## config.mk

```make
export PLATFORM = sky130hd
export DESIGN_NAME = keypad_scanner
export DESIGN_NICKNAME = d
export VERILOG_FILES = /design/src/rtl/keypad_scanner.sv
export SDC_FILE = /design/constraint.sdc
export NUM_CORES = 1
export LEC_CHECK = 0
export CELL_PAD_IN_SITES_DETAIL_PLACEMENT = 0
export CELL_PAD_IN_SITES_GLOBAL_PLACEMENT = 2
export CORE_ASPECT_RATIO = 0.9
export CORE_UTILIZATION = 35
export DETAILED_ROUTE_END_ITERATION = 7
export GPL_ROUTABILITY_DRIVEN = 0
export PLACE_DENSITY = 0.73
export SYNTH_ARGS = -nofsm -noshare
export SYNTH_HDL_FRONTEND = slang
export SYNTH_SLANG_ARGS = --single-unit
```

## constraint.sdc

```tcl
create_clock -name clk -period 2.1 [get_ports clk]
set_clock_uncertainty 0.1 [all_clocks]
set_input_delay 0.42 -clock clk [delete_from_list [all_inputs] [get_ports clk]]
set_output_delay 0.42 -clock clk [all_outputs]
set_load 0.005 [all_outputs]
```

## src/rtl/keypad_scanner.sv

```systemverilog
// 4x4 matrix keypad scanner: column scan, row synchronizer, press/release debounce.
// Optional auto-repeat while a key is held is enabled with `define KEYPAD_AUTOREPEAT_EN.
module keypad_scanner #(
    parameter int SCAN_DIV     = 1000,
    parameter int DEBOUNCE_CNT = 20000,
    parameter int REPEAT_DLY   = 500000,
    parameter int REPEAT_PER   = 100000
) (
    input  logic       clk,
    input  logic       reset,
    input  logic [3:0] row,
    output logic [3:0] col,
    output logic [3:0] key,
    output logic       key_valid
);

    typedef enum logic [1:0] {SCAN, DEB_PRESS, HELD, DEB_REL} state_t;

    localparam int DIV_W = $clog2(SCAN_DIV);
    localparam int DEB_W = $clog2(DEBOUNCE_CNT + 1);
    localparam logic [DIV_W-1:0] DIV_LAST = DIV_W'(SCAN_DIV - 1);
    localparam logic [DEB_W-1:0] DEB_LAST = DEB_W'(DEBOUNCE_CNT - 1);

    state_t           state_q, state_d;
    logic [DIV_W-1:0] div_q, div_d;
    logic [1:0]       col_idx_q, col_idx_d;
    logic [3:0]       pat_q, pat_d;
    logic [DEB_W-1:0] deb_q, deb_d;
    logic [3:0]       key_q, key_d;
    logic             key_valid_q, key_valid_d;
    logic [3:0]       sync1_q, rs_q;

`ifdef KEYPAD_AUTOREPEAT_EN
    localparam int REP_MAX = (REPEAT_DLY > REPEAT_PER) ? REPEAT_DLY : REPEAT_PER;
    localparam int REP_W   = $clog2(REP_MAX + 1);
    localparam logic [REP_W-1:0] DLY_LAST = REP_W'(REPEAT_DLY - 1);
    localparam logic [REP_W-1:0] PER_LAST = REP_W'(REPEAT_PER - 1);
    logic [REP_W-1:0] rep_cnt_q, rep_cnt_d;
    logic             rep_arm_q, rep_arm_d;
`endif

    // Lowest-index low row wins when several rows are pulled low together.
    function automatic logic [1:0] low_row(input logic [3:0] p);
        if (!p[0])      return 2'd0;
        else if (!p[1]) return 2'd1;
        else if (!p[2]) return 2'd2;
        else            return 2'd3;
    endfunction

    function automatic logic [3:0] key_code(input logic [1:0] r, input logic [1:0] c);
        case ({r, c})
            4'h0: return 4'h1;  4'h1: return 4'h2;  4'h2: return 4'h3;  4'h3: return 4'hA;
            4'h4: return 4'h4;  4'h5: return 4'h5;  4'h6: return 4'h6;  4'h7: return 4'hB;
            4'h8: return 4'h7;  4'h9: return 4'h8;  4'hA: return 4'h9;  4'hB: return 4'hC;
            4'hC: return 4'hE;  4'hD: return 4'h0;  4'hE: return 4'hF;  default: return 4'hD;
        endcase
    endfunction

    // NOTE: sequential state uses non-blocking assignments so every flop samples pre-edge values.
    always_ff @(posedge clk or negedge reset) begin
        if (!reset) begin
            state_q     <= SCAN;
            div_q       <= '0;
            col_idx_q   <= 2'd0;
            pat_q       <= 4'hF;
            deb_q       <= '0;
            key_q       <= 4'h0;
            key_valid_q <= 1'b0;
            sync1_q     <= 4'hF;
            rs_q        <= 4'hF;
`ifdef KEYPAD_AUTOREPEAT_EN
            rep_cnt_q   <= '0;
            rep_arm_q   <= 1'b0;
`endif
        end else begin
            state_q     <= state_d;
            div_q       <= div_d;
            col_idx_q   <= col_idx_d;
            pat_q       <= pat_d;
            deb_q       <= deb_d;
            key_q       <= key_d;
            key_valid_q <= key_valid_d;
            sync1_q     <= row;
            rs_q        <= sync1_q;
`ifdef KEYPAD_AUTOREPEAT_EN
            rep_cnt_q   <= rep_cnt_d;
            rep_arm_q   <= rep_arm_d;
`endif
        end
    end

    // NOTE: every comb output gets a default first so no path can infer a latch.
    always_comb begin
        state_d     = state_q;
        div_d       = div_q;
        col_idx_d   = col_idx_q;
        pat_d       = pat_q;
        deb_d       = deb_q;
        key_d       = key_q;
        key_valid_d = 1'b0;
        case (state_q)
            SCAN: begin
                if (div_q == DIV_LAST) begin
                    div_d = '0;
                    if (rs_q != 4'hF) begin
                        state_d = DEB_PRESS;
                        pat_d   = rs_q;
                        deb_d   = '0;
                    end else begin
                        col_idx_d = col_idx_q + 2'd1;
                    end
                end else begin
                    div_d = div_q + 1'b1;
                end
            end
            DEB_PRESS: begin
                if (rs_q != pat_q) begin
                    state_d   = SCAN;
                    col_idx_d = col_idx_q + 2'd1;
                    div_d     = '0;
                end else if (deb_q == DEB_LAST) begin
                    state_d     = HELD;
                    key_d       = key_code(low_row(pat_q), col_idx_q);
                    key_valid_d = 1'b1;
                    deb_d       = '0;
                end else begin
                    deb_d = deb_q + 1'b1;
                end
            end
            HELD: begin
                if (rs_q == 4'hF) begin
                    state_d = DEB_REL;
                    deb_d   = '0;
                end
            end
            default: begin
                if (rs_q != 4'hF) begin
                    state_d = HELD;
                    deb_d   = '0;
                end else if (deb_q == DEB_LAST) begin
                    state_d   = SCAN;
                    col_idx_d = 2'd0;
                    div_d     = '0;
                    deb_d     = '0;
                end else begin
                    deb_d = deb_q + 1'b1;
                end
            end
        endcase

`ifdef KEYPAD_AUTOREPEAT_EN
        rep_cnt_d = rep_cnt_q;
        rep_arm_d = rep_arm_q;
        if (state_q == DEB_PRESS && state_d == HELD) begin
            rep_cnt_d = '0;
            rep_arm_d = 1'b0;
        end else if (state_q == HELD && state_d == HELD) begin
            // First repeat waits REPEAT_DLY, later ones REPEAT_PER.
            if (rep_cnt_q == (rep_arm_q ? PER_LAST : DLY_LAST)) begin
                key_valid_d = 1'b1;
                rep_cnt_d   = '0;
                rep_arm_d   = 1'b1;
            end else begin
                rep_cnt_d = rep_cnt_q + 1'b1;
            end
        end
`endif
    end

    always_comb begin
        col       = ~(4'b0001 << col_idx_q);
        key       = key_q;
        key_valid = key_valid_q;
    end

endmodule

```

Yosys cells after proc, flatten, opt, wreduce, memory -nomap -nowiden
Memory sizes are Yosys's and may differ from the RTL's. A register that Yosys moved wholly into a read port is not among the register bits.
Index checks and enable logic that the tools add are counted.
Widths: inputs -> output; s select.
Word-level totals
  flip-flop bits (word level): 42
  ROM bits: 64
  word-level logic and storage cells: 76
  memories: 1
Memories
  (name not given): depth 16, width 4, read ports 1, clocked after Yosys merged registers in 1, wr ports 0, RTL line 51  | case ({r, c})
Cells by class
  add/sub/neg operators: 3
  eq/ne operators: 16
  shift operators: 1
  multiplexer cells: 34
  bitwise logic cells: 3
  reductions and logical operators: 10
Operator list (count)
  $mux 15: 6
  $pmux 15 s3: 1
  $mux 10: 4
  $mux 2: 16
  $pmux 10 s3: 1
  $add 15x1->15 const B: 1
  $eq 15x15->1 const B: 1
  $ne 2x2->1 const B: 6
  $pmux 2 s3: 2
  $add 10x1->10 const B: 1
  $eq 10x10->1 const B: 1
  $reduce_and 4->1: 2
  $reduce_and 3->1: 2
  $reduce_and 6->1: 1
  $reduce_and 5->1: 1
  $eq 4x4->1 const B: 1
  $mux 1: 4
  $ne 4x4->1: 1
  $ne 4x4->1 const B: 1
  $not 4->4: 1
  $reduce_bool 4->1: 1
  $shl 1x2->4 const A: 1
  $ne 3x1->1 const B: 1
  $ne 3x3->1 const B: 1
  8 further kinds: 9

Depth between registers and ports, before layout
  depth after elaboration: 6
  depth in mapped cells: 8
  gate-level depth less buffers: 7

Worst setup path before layout
No wires, ideal clock.
  kind: register -> register
  from: reg state_q[1]
  to: reg div_q[9]
  library setup time: 0.104 ns
  arrival: 1.915 ns
  data required time: 1.896 ns
  path slack: -0.019 ns
  stages on the path, launching flop included: 9
  buffers on the path: 2
  period minus slack after synthesis: 2.119 ns
  path through: dfrtp_1 inv_1 ha_1 clkbuf_1 nor2_1 a221o_1 or2_1 buf_6 o41ai_2
Between the ends
  cells in the longest elaborated chain, start to end: 3
  elaborated cells on any way between the ends: 9
  those cells by class: eq/ne (4); mux (1); bitwise (1); reduce/logical (3)
RTL lines
  start, declared: RTL line 24  | state_t state_q, state_d;
  start signal, assigned: RTL line 76  | state_q <= state_d;
  $eq 2x1->1, or another cell as far along: RTL line 101  | case (state_q)
  $ne 3x1->1 (no source line), or another cell as far along
  $reduce_and 4->1 (no source line)
  end signal, assigned: RTL line 77  | div_q <= div_d;
  end, declared: RTL line 25  | logic [DIV_W-1:0] div_q, div_d;
Parallel ways exist; a longest one is shown, timed or not.
A chain may end at the register's enable or synchronous reset.

Worst setup path in the final report
  from: reg rs_q[2]
  to: reg deb_q[4]
Between the ends
  cells in the longest elaborated chain, start to end: 3
  elaborated cells on any way between the ends: 9
  those cells by class: eq/ne (6); mux (2); reduce/logical (1)
RTL lines
  start, declared: RTL line 31  | logic [3:0] sync1_q, rs_q;
  start signal, assigned: RTL line 84  | rs_q <= sync1_q;
  $ne 4x4->1, or another cell as far along: RTL line 105, 137
  $mux 15 or $ne 2x2->1 (tied branches)
  $pmux 15 s3 or $reduce_and 4->1 (tied branches)
  end signal, assigned: RTL line 66  | deb_q <= '0;
  end signal, assigned: RTL line 80  | deb_q <= deb_d;
  end, declared: RTL line 28  | logic [DEB_W-1:0] deb_q, deb_d;
Parallel ways exist; a longest one is shown, timed or not.

==> summary.md <==
## Job
* 0 — number of maximum-capacitance violations

## Global routing
* 17.2% — global router's overall resource usage
* 10600 um — global-route wire length before repair
* 26 — pin count of the biggest net entering global routing
* 0 — antenna violations before repair
* 2165 — vias in the first global route
* 0 — remaining global-route overflow

## Pwr
* 3.3% — Comb pwr share
* 60.6% — sequential fraction of design power
* 23.0% — fraction of power spent switching nets
* 420 nW/um^2 — total power density per cell area
* 0.183 mV — maximum ir drop on the vdd rail
* 36.0% — clock power share
* 1.16 mW — P_int
* 1.55 nW — Static Leak
* 0.345 mW — P_sw

## Critical path
* 2.24 ns — Worst EP required
* deb_q[4] — endpoint of the worst register-to-register path
* rs_q[2] — critical path startpoint
* 4 — crit path max fanout
* 5 — cells on worst reg2reg path
* flop to flop — class of the most critical setup path
* 2.23 ns — CP arrival
* 0.01 ns — internal reg-to-reg setup slack
* flop — Startpoint Class
* flop — kind of capture point of the worst setup path
* rs_q[2] — worst r2r src

## Logic synthesis
* 9.82 sq um — synthesized area per cell
* 0 — count of synthesis-stage warnings from yosys
* sky130_fd_sc_hd__dfrtp_1 — dominant register cell in the synthesized netlist
* 273 — Post-Syn Instances
* 46 — number of register bits inferred by synthesis
* 2680 sq um — Post-Synthesis Cell Area
* 100% — ys async rst share
* 0 — EDFF count, synth
* 291 — post-synthesis net count
* 50 — number of library cell types mapped by synthesis
* 43.5% — fraction of the yosys area taken by sequential cells

## Drt
* 5.22 — Vias per Instance
* 2266 — via count
* 0 — residual DRC count
* 14.5 um — post-detailed-route wirelength per cell
* 76 — Starting DRT DRC Count
* 6300 um — Total Wirelength
* 4 — first-pass iteration count of the detailed router
* 0 — antenna-violating nets left

## Place
* -0.0730 ns — Placement Setup Slack
* 14 — count of buffers from port buffering
* 3260 sq um — total cell area at the placement stage
* 4560 um — final HPWL from detailed placement

## Layout
* 1170 sq um — area of all sequential standard cells
* 1530 sq um — area taken by multi-input logic gates
* 0 — count of antenna diodes in the layout
* 49.5% — final standard cell utilization of the core
* 33.3% — Area growth, synth to finish
* 3570 sq um — fin area
* 691 — number of fill cells in the layout
* 33.7% — layout cell share with drive strength beyond 1
* 358 — Post-layout nets
* sky130_fd_sc_hd__buf_4 — most common cell after layout, fill and taps aside
* 55 x sky130_fd_sc_hd__buf_4, 32 x sky130_fd_sc_hd__dfrtp_1, 27 x sky130_fd_sc_hd__nand2_1 — commonest cells after routing, fill and taps aside

## STA
* 65.1% — max-slew headroom at the worst pin
* 0 — final number of max-transition violations
* yes — setup repair after global routing missed its margin
* 99.5% — share of the clock period used by the worst path after layout
* 0.524 ns — transition time at the pin with the least slew margin
* 0.0105 ns — worst path setup slack after routing
* 0.259 ns — worst hold slack
* 0 — number of hold violations in the final report
* 2.09 ns — shortest clock period the worst path allows after layout
* 0 — final setup violation count
* 479 MHz — maximum clock frequency

## Clock tree
* 2 — level count of the clock H-tree
* 0.30 ns — source-to-sink clock delay at the later pin of the worst-skew pair
* 46 — clk sink count
* sky130_fd_sc_hd__clkbuf_8 — root buffer cell
* 5 — number of clock buffers inserted by TritonCTS
* 0.09 ns — clock-pin slew on the worst setup and hold paths
* 2 — buffers from clock root to sink, at most
* done — TritonCTS clock tree

## Hold path
* rs_q[1] — end point of the most critical hold path
* 0 — Min-Delay Path Depth
* sync1_q[1] — Min-Delay Startpoint
* flop to flop — path category of the worst min-delay check

## Floorplan
* 94.2 um — horizontal die dimension
* 7220 sq um — Core Footprint
* 15 — ports placed on the boundary
* 37.1% — Initial Utilization
* 85.0 um — die extent in y
* 8010 sq um — total die area
* 29 — cell row count

## Status
* finished clean — result of the run

flip-flops by register name, summed over array words and instances (netlist names):
register	cells
pat_q	4
key_valid	1
div_q	10
deb_q	15
state_q	2
col_idx_q	2
rs_q	4
sync1_q	4
key	4
logic make-up after synthesis:
logic type / count (synthesis) / share of synthesized area [%]
AND/OR/NAND/NOR: 92 / 18.8
adder cells (fa/ha/maj): 12 / 5.60
AO/OA/AOI/OAI: 78 / 20.2
buffers and inverters: 30 / 5.37
flip-flops: 46 / 43.5
XOR/XNOR: 4 / 2.15
multiplexers: 11 / 4.39
power by group through the flow:
stage / Combinational [mW] / Clock (mW) / Sequential [mW]
floorplan: 0.00916 / 0 / 0.922
global placement: 0.0447 / 0 / 0.923
detailed placement: 0.0453 / 0 / 0.923
CTS: 0.0472 / 0.568 / 0.907
global route: 0.0566 / 0.600 / 0.911
finish: 0.0501 / 0.541 / 0.910
cells in the mapped netlist, types with 5 or more instances:
library cell	count	area, sq um
sky130_fd_sc_hd__nor3_1	6	30.0
sky130_fd_sc_hd__clkbuf_1	5	18.8
sky130_fd_sc_hd__a21oi_1	9	45.0
sky130_fd_sc_hd__o21ai_1	9	45.0
sky130_fd_sc_hd__o41ai_2	6	97.6
sky130_fd_sc_hd__dfrtp_1	34	851
sky130_fd_sc_hd__nand2_1	27	101
sky130_fd_sc_hd__and3_1	6	37.5
sky130_fd_sc_hd__nor2_1	12	45.0
sky130_fd_sc_hd__inv_1	16	60.1
sky130_fd_sc_hd__mux2i_1	5	50.1
sky130_fd_sc_hd__nand3_1	16	80.1
sky130_fd_sc_hd__ha_1	12	150
sky130_fd_sc_hd__o31ai_1	14	105
sky130_fd_sc_hd__dfstp_2	12	315
sky130_fd_sc_hd__o21ai_0	22	110
routing by layer:
metal	GRT usage [%]	wire, um
met1	24.9	3120
met2	26.1	2980
met3	2.96	139
met4	5.03	65
met5	0	0
through the flow:
| stage | TNS [ns] | power [mW] | instances |
|---|---|---|---|
| after floorplan | -0.00340 | 0.931 | 273 |
| after global placement | -0.0239 | 0.968 | 419 |
| after detailed placement | -0.167 | 0.969 | 419 |
| after CTS | -0.0459 | 1.52 | 430 |
| after global routing | -0.463 | 1.57 | 434 |
| final | 0 | 1.50 | 434 |
worst max path at each step:
stage                         to  slack [ns]
finish                  deb_q[4]        0.01
global route            deb_q[4]       -0.07
CTS                     deb_q[0]       -0.03
detailed placement      div_q[9]       -0.07
global placement        div_q[7]       -0.01
floorplan           col_idx_q[0]      -0.003
timing repair:
item | CTS | global route
setup buffers | 2 | 4
resized for setup | 8 | 30
hold buffers | 1 | 0
setup endpoints to repair | 12 | 25
hold endpoints to repair | 2 | 0
pin swaps | 0 | 14
critical path, cell delays in order, from the launching register on:
cell and delay [ns]:
sky130_fd_sc_hd__dfstp_2 0.62, sky130_fd_sc_hd__xor2_4 0.11, sky130_fd_sc_hd__o41ai_4 0.44, sky130_fd_sc_hd__nand3_2 0.16
sky130_fd_sc_hd__or4_1 0.53, sky130_fd_sc_hd__nand2_1 0.07
layout make-up:
| class | count | area share (%) |
|---|---|---|
| multi-input combinational | 197 | 42.9 |
| sequential | 46 | 32.7 |
| timing repair buffer | 74 | 17.1 |
| tap | 93 | 3.26 |
| clock buffer | 6 | 2.03 |
| inverter | 16 | 1.68 |
| clock inverter | 2 | 0.385 |
(Power assumes the default switching activity.)
